==> config.mk <==
export PLATFORM = sky130hd
export DESIGN_NAME = rx_ber_monitor
export DESIGN_NICKNAME = d
export VERILOG_FILES = /design/src/rtl/pcs_pkg.sv /design/src/rtl/ber_window_timer.sv /design/src/rtl/rx_ber_monitor.sv
export SDC_FILE = /design/constraint.sdc
export NUM_CORES = 1
export LEC_CHECK = 0
export CORE_MARGIN = 8
export CORE_UTILIZATION = 51
export CTS_CLUSTER_DIAMETER = 120
export DETAILED_ROUTE_END_ITERATION = 7
export PLACE_DENSITY = 0.74
export SYNTH_ARGS = -nofsm -noshare
export SYNTH_HDL_FRONTEND = slang
export SYNTH_SLANG_ARGS = --single-unit
==> constraint.sdc <==
create_clock -name i_clk -period 1.98 [get_ports i_clk]
set_input_delay 0.396 -clock i_clk [delete_from_list [all_inputs] [get_ports i_clk]]
set_output_delay 0.396 -clock i_clk [all_outputs]
set_load 0.005 [all_outputs]
==> src/rtl/pcs_pkg.sv <==
// Shared PCS definitions: BER state encoding, sync header codes and default sizing.
// The status struct is the single registered view of the BER state machine.
package pcs_pkg;

  typedef enum logic [1:0] {
    ST_INIT   = 2'd0,
    ST_COUNT  = 2'd1,
    ST_HI_BER = 2'd2
  } ber_state_t;

  // Registered FSM state plus its flag output, kept together for checker binding.
  typedef struct packed {
    ber_state_t state;
    logic       hi_ber;
  } ber_status_t;

  localparam logic [1:0] SYNC_DATA = 2'b01;
  localparam logic [1:0] SYNC_CTRL = 2'b10;

  localparam int DEF_HDR_WIDTH     = 2;
  localparam int DEF_WINDOW_CYCLES = 40283;
  localparam int DEF_BER_THRESHOLD = 16;
  localparam int DEF_CNT_WIDTH     = 6;

endpackage

==> src/rtl/ber_window_timer.sv <==
// Free-running window timer for the BER monitor: counts 0..WINDOW_CYCLES-1 and wraps.
// Clear wins over enable; done is high on the last cycle of each window.
module ber_window_timer
  import pcs_pkg::*;
#(
  parameter int WINDOW_CYCLES = DEF_WINDOW_CYCLES
) (
  input  logic clk,
  input  logic reset_n,
  input  logic clr,
  input  logic en,
  output logic done
);

  localparam int TIMER_W = (WINDOW_CYCLES > 1) ? $clog2(WINDOW_CYCLES) : 1;
  localparam logic [TIMER_W-1:0] LAST = TIMER_W'(WINDOW_CYCLES - 1);

  logic [TIMER_W-1:0] timer;

  always_ff @(posedge clk) begin
    if (!reset_n || clr) begin
      timer <= '0;
    end else if (en) begin
      timer <= (timer == LAST) ? '0 : timer + TIMER_W'(1);
    end
  end

  assign done = (timer == LAST);

endmodule

==> src/rtl/rx_ber_monitor.sv <==
// 10GBASE-R receive BER monitor: counts invalid sync headers per fixed window and
// raises hi_ber at threshold; also keeps a saturating, host-clearable error count.
module rx_ber_monitor
  import pcs_pkg::*;
#(
  parameter int HDR_WIDTH     = DEF_HDR_WIDTH,
  parameter int WINDOW_CYCLES = DEF_WINDOW_CYCLES,
  parameter int BER_THRESHOLD = DEF_BER_THRESHOLD,
  parameter int CNT_WIDTH     = DEF_CNT_WIDTH
) (
  input  logic                 i_clk,
  input  logic                 i_reset_n,
  input  logic [HDR_WIDTH-1:0] i_hdr,
  input  logic                 i_hdr_valid,
  input  logic                 i_block_lock,
  input  logic                 i_ber_count_clr,
  output logic                 o_hi_ber,
  output logic [CNT_WIDTH-1:0] o_ber_count
);

  // i_hdr_valid qualifies i_hdr for exactly one cycle. There is no ready: every
  // qualified header is consumed on the edge it is presented.

  localparam int BCNT_W = $clog2(BER_THRESHOLD + 1);
  localparam logic [BCNT_W-1:0]    HIT_AT   = BCNT_W'(BER_THRESHOLD - 1);
  localparam logic [HDR_WIDTH-1:0] HDR_DATA = HDR_WIDTH'(SYNC_DATA);
  localparam logic [HDR_WIDTH-1:0] HDR_CTRL = HDR_WIDTH'(SYNC_CTRL);

  ber_status_t          status_q;
  ber_state_t           state_d;
  logic                 hi_ber_d;
  logic [BCNT_W-1:0]    ber_cnt_q;
  logic [BCNT_W-1:0]    ber_cnt_d;
  logic [CNT_WIDTH-1:0] err_cnt_q;
  logic                 bad_hdr;
  logic                 hit;
  logic                 err_inc;
  logic                 timer_done;
  logic                 timer_clr;
  logic                 timer_en;

  assign bad_hdr = i_hdr_valid && (i_hdr != HDR_DATA) && (i_hdr != HDR_CTRL);
  assign hit     = bad_hdr && (ber_cnt_q == HIT_AT);
  assign err_inc = i_block_lock && bad_hdr;

  ber_window_timer #(
    .WINDOW_CYCLES(WINDOW_CYCLES)
  ) u_timer (
    .clk    (i_clk),
    .reset_n(i_reset_n),
    .clr    (timer_clr),
    .en     (timer_en),
    .done   (timer_done)
  );

  always_ff @(posedge i_clk) begin
    if (!i_reset_n) begin
      status_q  <= '{state: ST_INIT, hi_ber: 1'b0};
      ber_cnt_q <= '0;
    end else begin
      status_q  <= '{state: state_d, hi_ber: hi_ber_d};
      ber_cnt_q <= ber_cnt_d;
    end
  end

  // Lock loss overrides every other transition.
  always_comb begin
    state_d = status_q.state;
    if (!i_block_lock) begin
      state_d = ST_INIT;
    end else begin
      case (status_q.state)
        ST_INIT:   state_d = ST_COUNT;
        ST_COUNT:  if (hit && !timer_done) state_d = ST_HI_BER;
        ST_HI_BER: if (timer_done) state_d = ST_COUNT;
        default:   state_d = ST_INIT;
      endcase
    end
  end

  // A hit on the last window cycle keeps counting in a fresh window with hi_ber set;
  // hi_ber only drops when a full ST_COUNT window closes without a hit.
  always_comb begin
    hi_ber_d  = status_q.hi_ber;
    ber_cnt_d = ber_cnt_q;
    timer_clr = 1'b0;
    timer_en  = 1'b1;
    if (!i_block_lock) begin
      hi_ber_d  = 1'b0;
      ber_cnt_d = '0;
      timer_clr = 1'b1;
    end else begin
      case (status_q.state)
        ST_INIT: begin
          hi_ber_d  = 1'b0;
          ber_cnt_d = '0;
          timer_clr = 1'b1;
          timer_en  = 1'b0;
        end
        ST_COUNT: begin
          if (hit) begin
            hi_ber_d  = 1'b1;
            ber_cnt_d = timer_done ? '0 : ber_cnt_q + BCNT_W'(1);
          end else if (timer_done) begin
            hi_ber_d  = 1'b0;
            ber_cnt_d = '0;
          end else if (bad_hdr) begin
            ber_cnt_d = ber_cnt_q + BCNT_W'(1);
          end
        end
        ST_HI_BER: begin
          hi_ber_d = 1'b1;
          if (timer_done) ber_cnt_d = '0;
        end
        default: begin
          hi_ber_d  = 1'b0;
          ber_cnt_d = '0;
          timer_clr = 1'b1;
        end
      endcase
    end
  end

  // Clear coincident with a new error leaves exactly that error counted.
  always_ff @(posedge i_clk) begin
    if (!i_reset_n) begin
      err_cnt_q <= '0;
    end else if (i_ber_count_clr) begin
      err_cnt_q <= CNT_WIDTH'(err_inc);
    end else if (err_inc && (err_cnt_q != '1)) begin
      err_cnt_q <= err_cnt_q + CNT_WIDTH'(1);
    end
  end

  assign o_hi_ber    = status_q.hi_ber;
  assign o_ber_count = err_cnt_q;

endmodule

Yosys cells after proc, flatten, opt, wreduce, memory -nomap -nowiden
Cells that the tools add are included.

operators by class
  shift-type cells = 0
  reductions and logical operators = 16
  equality and inequality tests = 11
  divide/modulo/power cells = 0
  magnitude comparators = 0
  bitwise gates (word level) = 1
  muxes and demuxes = 19
  multiply operators = 0
  add/subtract/negate cells = 3

operator list
  operator                                              number
  two-way mux 5 bit                                     5
  adder 16 x 1 -> 16 bit (second input constant)        1
  equality test 16 bit (second input constant)          1
  two-way mux 16 bit                                    1
  one-hot mux 5 bit (2 select lines)                    1
  two-way mux 1 bit                                     8
  adder 6 x 1 -> 6 bit (second input constant)          1
  logical AND 1 bit                                     6
  != test 2 bit (second input constant)                 3
  != test 6 bit (second input constant)                 1
  one-hot mux 2 bit (3 select lines)                    1
  AND reduction 2 bit                                   3
  adder 5 x 1 -> 5 bit (second input constant)          1
  equality test 5 x 4 -> 1 bit (second input constant)  1
  two-way mux 2 bit                                     2
  != test 4 bit (second input constant)                 1
  OR reduction 2 bit                                    2
  != test 3 bit (second input constant)                 1
  equality test 2 x 1 -> 1 bit (second input constant)  1
  equality test 2 bit (second input constant)           1
  zero test 1 bit                                       2
  zero test 2 bit                                       1
  != test 2 x 1 -> 1 bit (second input constant)        1
  one-hot mux 1 bit (2 select lines)                    1
  3 further kinds                                       3

storage, ports and cells
  ROM bits = 0
  bits in writable memories = 0
  register bits after elaboration = 30
  word-level logic and storage cells = 56
  latch bits = 0
  bits of input ports = 7
  memories = 0

Longest topological paths before layout
Gate-level depths: netlist (run 1).

  word-level depth = 7
  depth in mapped cells = 7
  gate-level depth less buffers = 6

Hierarchy
Synthesis (run 1) repeated with hierarchy kept, for this count alone.

second synthesis, totals
  cell total of the unflattened synthesis = 193
  area total of the unflattened synthesis = 1661.6 um^2

by module, submodules not included
  module            sequential area each (um^2)  cells an instance  times used  area each (um^2)
  rx_ber_monitor    280.3                        99                 1           845.8
  ber_window_timer  320.3                        94                 1           815.8

Least setup slack after synthesis (run 1)
OpenSTA, ideal clock, no wires.

  kind = reg2reg
  start point = reg status_q[1] (netlist bit)
  end point = reg u_timer.timer[15]
  buffers on the path = 0
  cell stages (with the launch flop) = 7
  required time = 1910 ps
  setup time = 70 ps
  data arrival time = 1771 ps
  path slack = 139 ps
  path through = dfxtp_1 > inv_1 > ha_1 > a21bo_4 > or3_4 > or3_1 > a21oi_2

between the ends
  longest elaborated chain between the ends = 5
  elaborated cells between the ends (all ways) = 9
  those cells by class = 2 x eq/ne; 4 x mux; 3 x reduce/logical

ends and longest elaborated chain
  item                                                                 RTL line                text
  from (decl)                                                          rx_ber_monitor.sv:29    ber_status_t status_q;
  from (signal assigned)                                               rx_ber_monitor.sv:58    status_q <= '{state: ST_INIT, hi_ber: 1'b0};
  from (signal assigned)                                               rx_ber_monitor.sv:61    status_q <= '{state: state_d, hi_ber: hi_ber_d};
  equality test 2 bit or equality test 2 x 1 -> 1 bit (tied branches)  rx_ber_monitor.sv:93    case (status_q.state)
  OR reduction 2 bit (no line)                                         n/a
  two-way mux 1 bit                                                    rx_ber_monitor.sv:93
  two-way mux 1 bit                                                    rx_ber_monitor.sv:88    if (!i_block_lock) begin
  logical OR 1 bit                                                     ber_window_timer.sv:21  if (!reset_n || clr) begin
  to (signal assigned)                                                 ber_window_timer.sv:24  timer <= (timer == LAST) ? '0 : timer + TIMER_W'(1);
  to (decl)                                                            ber_window_timer.sv:18  logic [TIMER_W-1:0] timer;

Several ways; a longest one is shown, not always the timed one.
A chain may end at the register's enable or synchronous reset.

Worst setup path after layout (run 1)
Ends and elaborated chain as after synthesis.

==> results.json, run 1 <==
{
  "rows": 20,
  "antenna_found_initial": 0,
  "timing.final.crit_share_pct": 95.30,
  "ff2ff_setup_slack_ns": 0.09,
  "cts_buffers": 5,
  "p_per_area_mw_per_mm2": 538.8,
  "drive_gt1_share_pct": 11.37,
  "io_buffers": 13,
  "crit_fanout": 5,
  "ant_nets": 0,
  "required_ns": 2.25,
  "layout-area-overhead-vs-synth_pct": 16.97,
  "n_antenna_cell": 0,
  "die_x_microns": 72.78,
  "fin_ws_ns": 0.09298,
  "yosysUniqueCellTypes": 44,
  "cts_tree": "yes",
  "postPlaceCellArea_sq_mm": 0.001871,
  "clk_latency_ns": 0.33,
  "fin_hold_ws_ns": 0.4807,
  "syn-instance-count": 185,
  "status": "finished, final reports clean",
  "p_leak_nw": 0.6430,
  "fin_nets": 226,
  "postSynth.asyncResetShare_pct": 0,
  "end_kind": "flop",
  "min_path_type": "flop to flop",
  "cts_setup_buffers": 0,
  "fill_cells": 293,
  "clock-root-buffer": "clkbuf_4",
  "grt_usage_pct": 14.96,
  "hold_buffers": 0,
  "grt_setup_unrepaired": "no",
  "power.switching_uw": 261.5,
  "mappedNetlistArea_sq_mm": 0.001644,
  "grt_start_max_net_pins": 12,
  "via_per_inst": 5.784,
  "dp_hpwl_microns": 2748,
  "worst-setup-path-type": "flop to flop",
  "synth_edf_count": 0,
  "synthesis.nets": 200,
  "finalInstanceArea_sq_mm": 0.001923,
  "drc_errors": 0,
  "combPwrFrac_pct": 8.6,
  "fin_worst_skew_ns": 0.008256,
  "cts_buffer_depth": 2,
  "finalHoldViolations": 0,
  "ioPinCount": 14,
  "gp_congestion": 0.8903,
  "ys.flop_type": "dfxtp_1",
  "via_count": 1475,
  "period_needed_ns": 1.887,
  "fp.dieH_microns": 72.78,
  "finalMaxSlewViolations": 0,
  "p_seq_share_pct": 58.9,
  "ys_ff_latch": 30,
  "initial_core_util_pct": 53.85,
  "overflow": 0,
  "p_sw_share_pct": 25.23,
  "die-area_sq_mm": 0.005296,
  "clock-sinks": 30,
  "final_cell_mix": "30 x dfxtp_1, 16 x nand2_1, 15 x nor2_1, 13 x clkdlybuf4s50_1",
  "drtIter0Drc": 122,
  "p_int_uw": 774.7,
  "final_common_cell": "dfxtp_1",
  "ys_warn_count": 0,
  "timing.fmax_ghz": 0.5299,
  "first_pass_iters": 4,
  "routed_wl_microns": 3670,
  "wire_per_inst_microns": 14.39,
  "grt_pass1_vias": 1429,
  "cts_resized": 0,
  "core_area_sq_mm": 0.003053,
  "seq_area_frac_synth_pct": 36.53,
  "setup_violations": 0,
  "avgSynthCellArea_sq_um": 8.887,
  "p_clk_share_pct": 32.5,
  "path_clk_slew_ns": 0.10,
  "maxSlewHeadroom_pct": 71.59,
  "worstSetupStartpointType": "flop",
  "max_slew.worst_pin.slew_ns": 0.4261,
  "drv_cap": 0,
  "arrival_ns": 2.16,
  "htreeDepth": 2,
  "peakVddDrop_mv": 0.4453,
  "post-place-ws_ns": -0.08382,
  "grt_pass1_wl_microns": 6361
}
[synthesized netlist by cell type, types with 2 or more instances]
cell type,number,area share (%)
nand3_1,12,3.7
and3_1,5,1.9
mux2i_1,3,1.8
xor2_1,6,3.2
nand4_1,8,3.0
a31oi_1,3,1.1
xnor2_1,6,3.2
nor2_1,15,3.4
o41ai_1,2,1.1
o2111ai_2,2,1.8
and4b_1,2,1.2
inv_1,6,1.4
o21ai_0,9,2.7
a211oi_1,2,0.91
ha_1,8,6.1
dfxtp_1,30,37
a21oi_1,11,3.3
nand2b_1,3,1.1
or4_1,2,0.91
or3_1,5,1.9
buf_6,2,1.4
nor3_1,4,1.2
nor4_1,3,1.1
nand2_1,16,3.7
[metrics by stage]
step           TNS [ns]  power [mW]  utilization [%]  std cells
3_3_place_gp   -0.09031      0.7096            61.27        248
4_1_cts               0       1.048            62.83        255
5_1_grt               0       1.082            62.99        255
3_5_place_dp    -0.2518      0.7121            61.27        248
2_1_floorplan         0      0.6745                -        185
6_report              0       1.036            62.99        255
[power by group through the flow]
stage / registers (mW) / logic [mW] / clock network, mW
after floorplan: 0.624 / 0.0504 / 0
after global placement: 0.624 / 0.0853 / 0
after detailed placement: 0.625 / 0.0875 / 0
after CTS: 0.611 / 0.0886 / 0.349
after global routing: 0.611 / 0.0961 / 0.375
final: 0.611 / 0.0893 / 0.336
[registers in the layout (all words and copies together), names as in the netlist]
register and cells:
ber_cnt_q 5, o_ber_count 6, o_hi_ber 1, status_q 2, u_timer.timer 16
[worst max-delay path, cell delays in order (launching register included)]
cell     delay [ns]
dfxtp_1        0.36
inv_1          0.10
ha_1           0.25
a21bo_4        0.22
or3_4          0.39
or3_1          0.37
a21oi_2        0.14
[per-layer routing]
layer | GRT usage (%) | share of wire (%) | vias to the layer above
met5 | 0 | 0 | -
li1 | - | - | 735
met2 | 23.96 | 49 | 25
met1 | 17.30 | 46 | 711
met3 | 5.082 | 4.0 | 4
met4 | 7.333 | 1.1 | 0
[area by class of cell]
class                           count  area, sq um  share of cell area (%)
Clock buffer                        5        37.54                   1.952
Clock inverter                      2        10.01                  0.5205
Inverter                            6        22.52                   1.171
Multi-Input combinational cell    146        999.7                   51.98
Sequential cell                    30        600.6                   31.23
Tap cell                           44        55.05                   2.863
Timing Repair Buffer               22        197.7                   10.28
[logic make-up after synthesis]
| family | synth area share (%) |
|---|---|
| AO/OA/AOI/OAI | 16.67 |
| AND/OR/NAND/NOR | 27.85 |
| multiplexers | 1.827 |
| adder cells (fa/ha/maj) | 6.089 |
| XOR/XNOR | 8.067 |
| buffers and inverters | 2.968 |
| flip-flops | 36.53 |
[worst paths after layout]
kind / startpoint / end / depth (start not counted)
hold / removal: ber_cnt_q[4] / ber_cnt_q[4] / 2
hold reg to reg: ber_cnt_q[4] / ber_cnt_q[4] / 2
setup / recovery: status_q[1] / u_timer.timer[15] / 6
setup reg to reg: status_q[1] / u_timer.timer[15] / 6
Power figures use the tool's default switching activity.
==> run 2, diff against run 1 <==
--- a/config.mk
+++ b/config.mk
@@ -10,6 +10,7 @@
 export CTS_CLUSTER_DIAMETER = 120
 export DETAILED_ROUTE_END_ITERATION = 7
 export PLACE_DENSITY = 0.74
+export SKIP_LAST_GASP = 1
 export SYNTH_ARGS = -nofsm -noshare
 export SYNTH_HDL_FRONTEND = slang
 export SYNTH_SLANG_ARGS = --single-unit
==> results of run 2 <==
Final layout, timing and power as in run 1 (identical DEF).
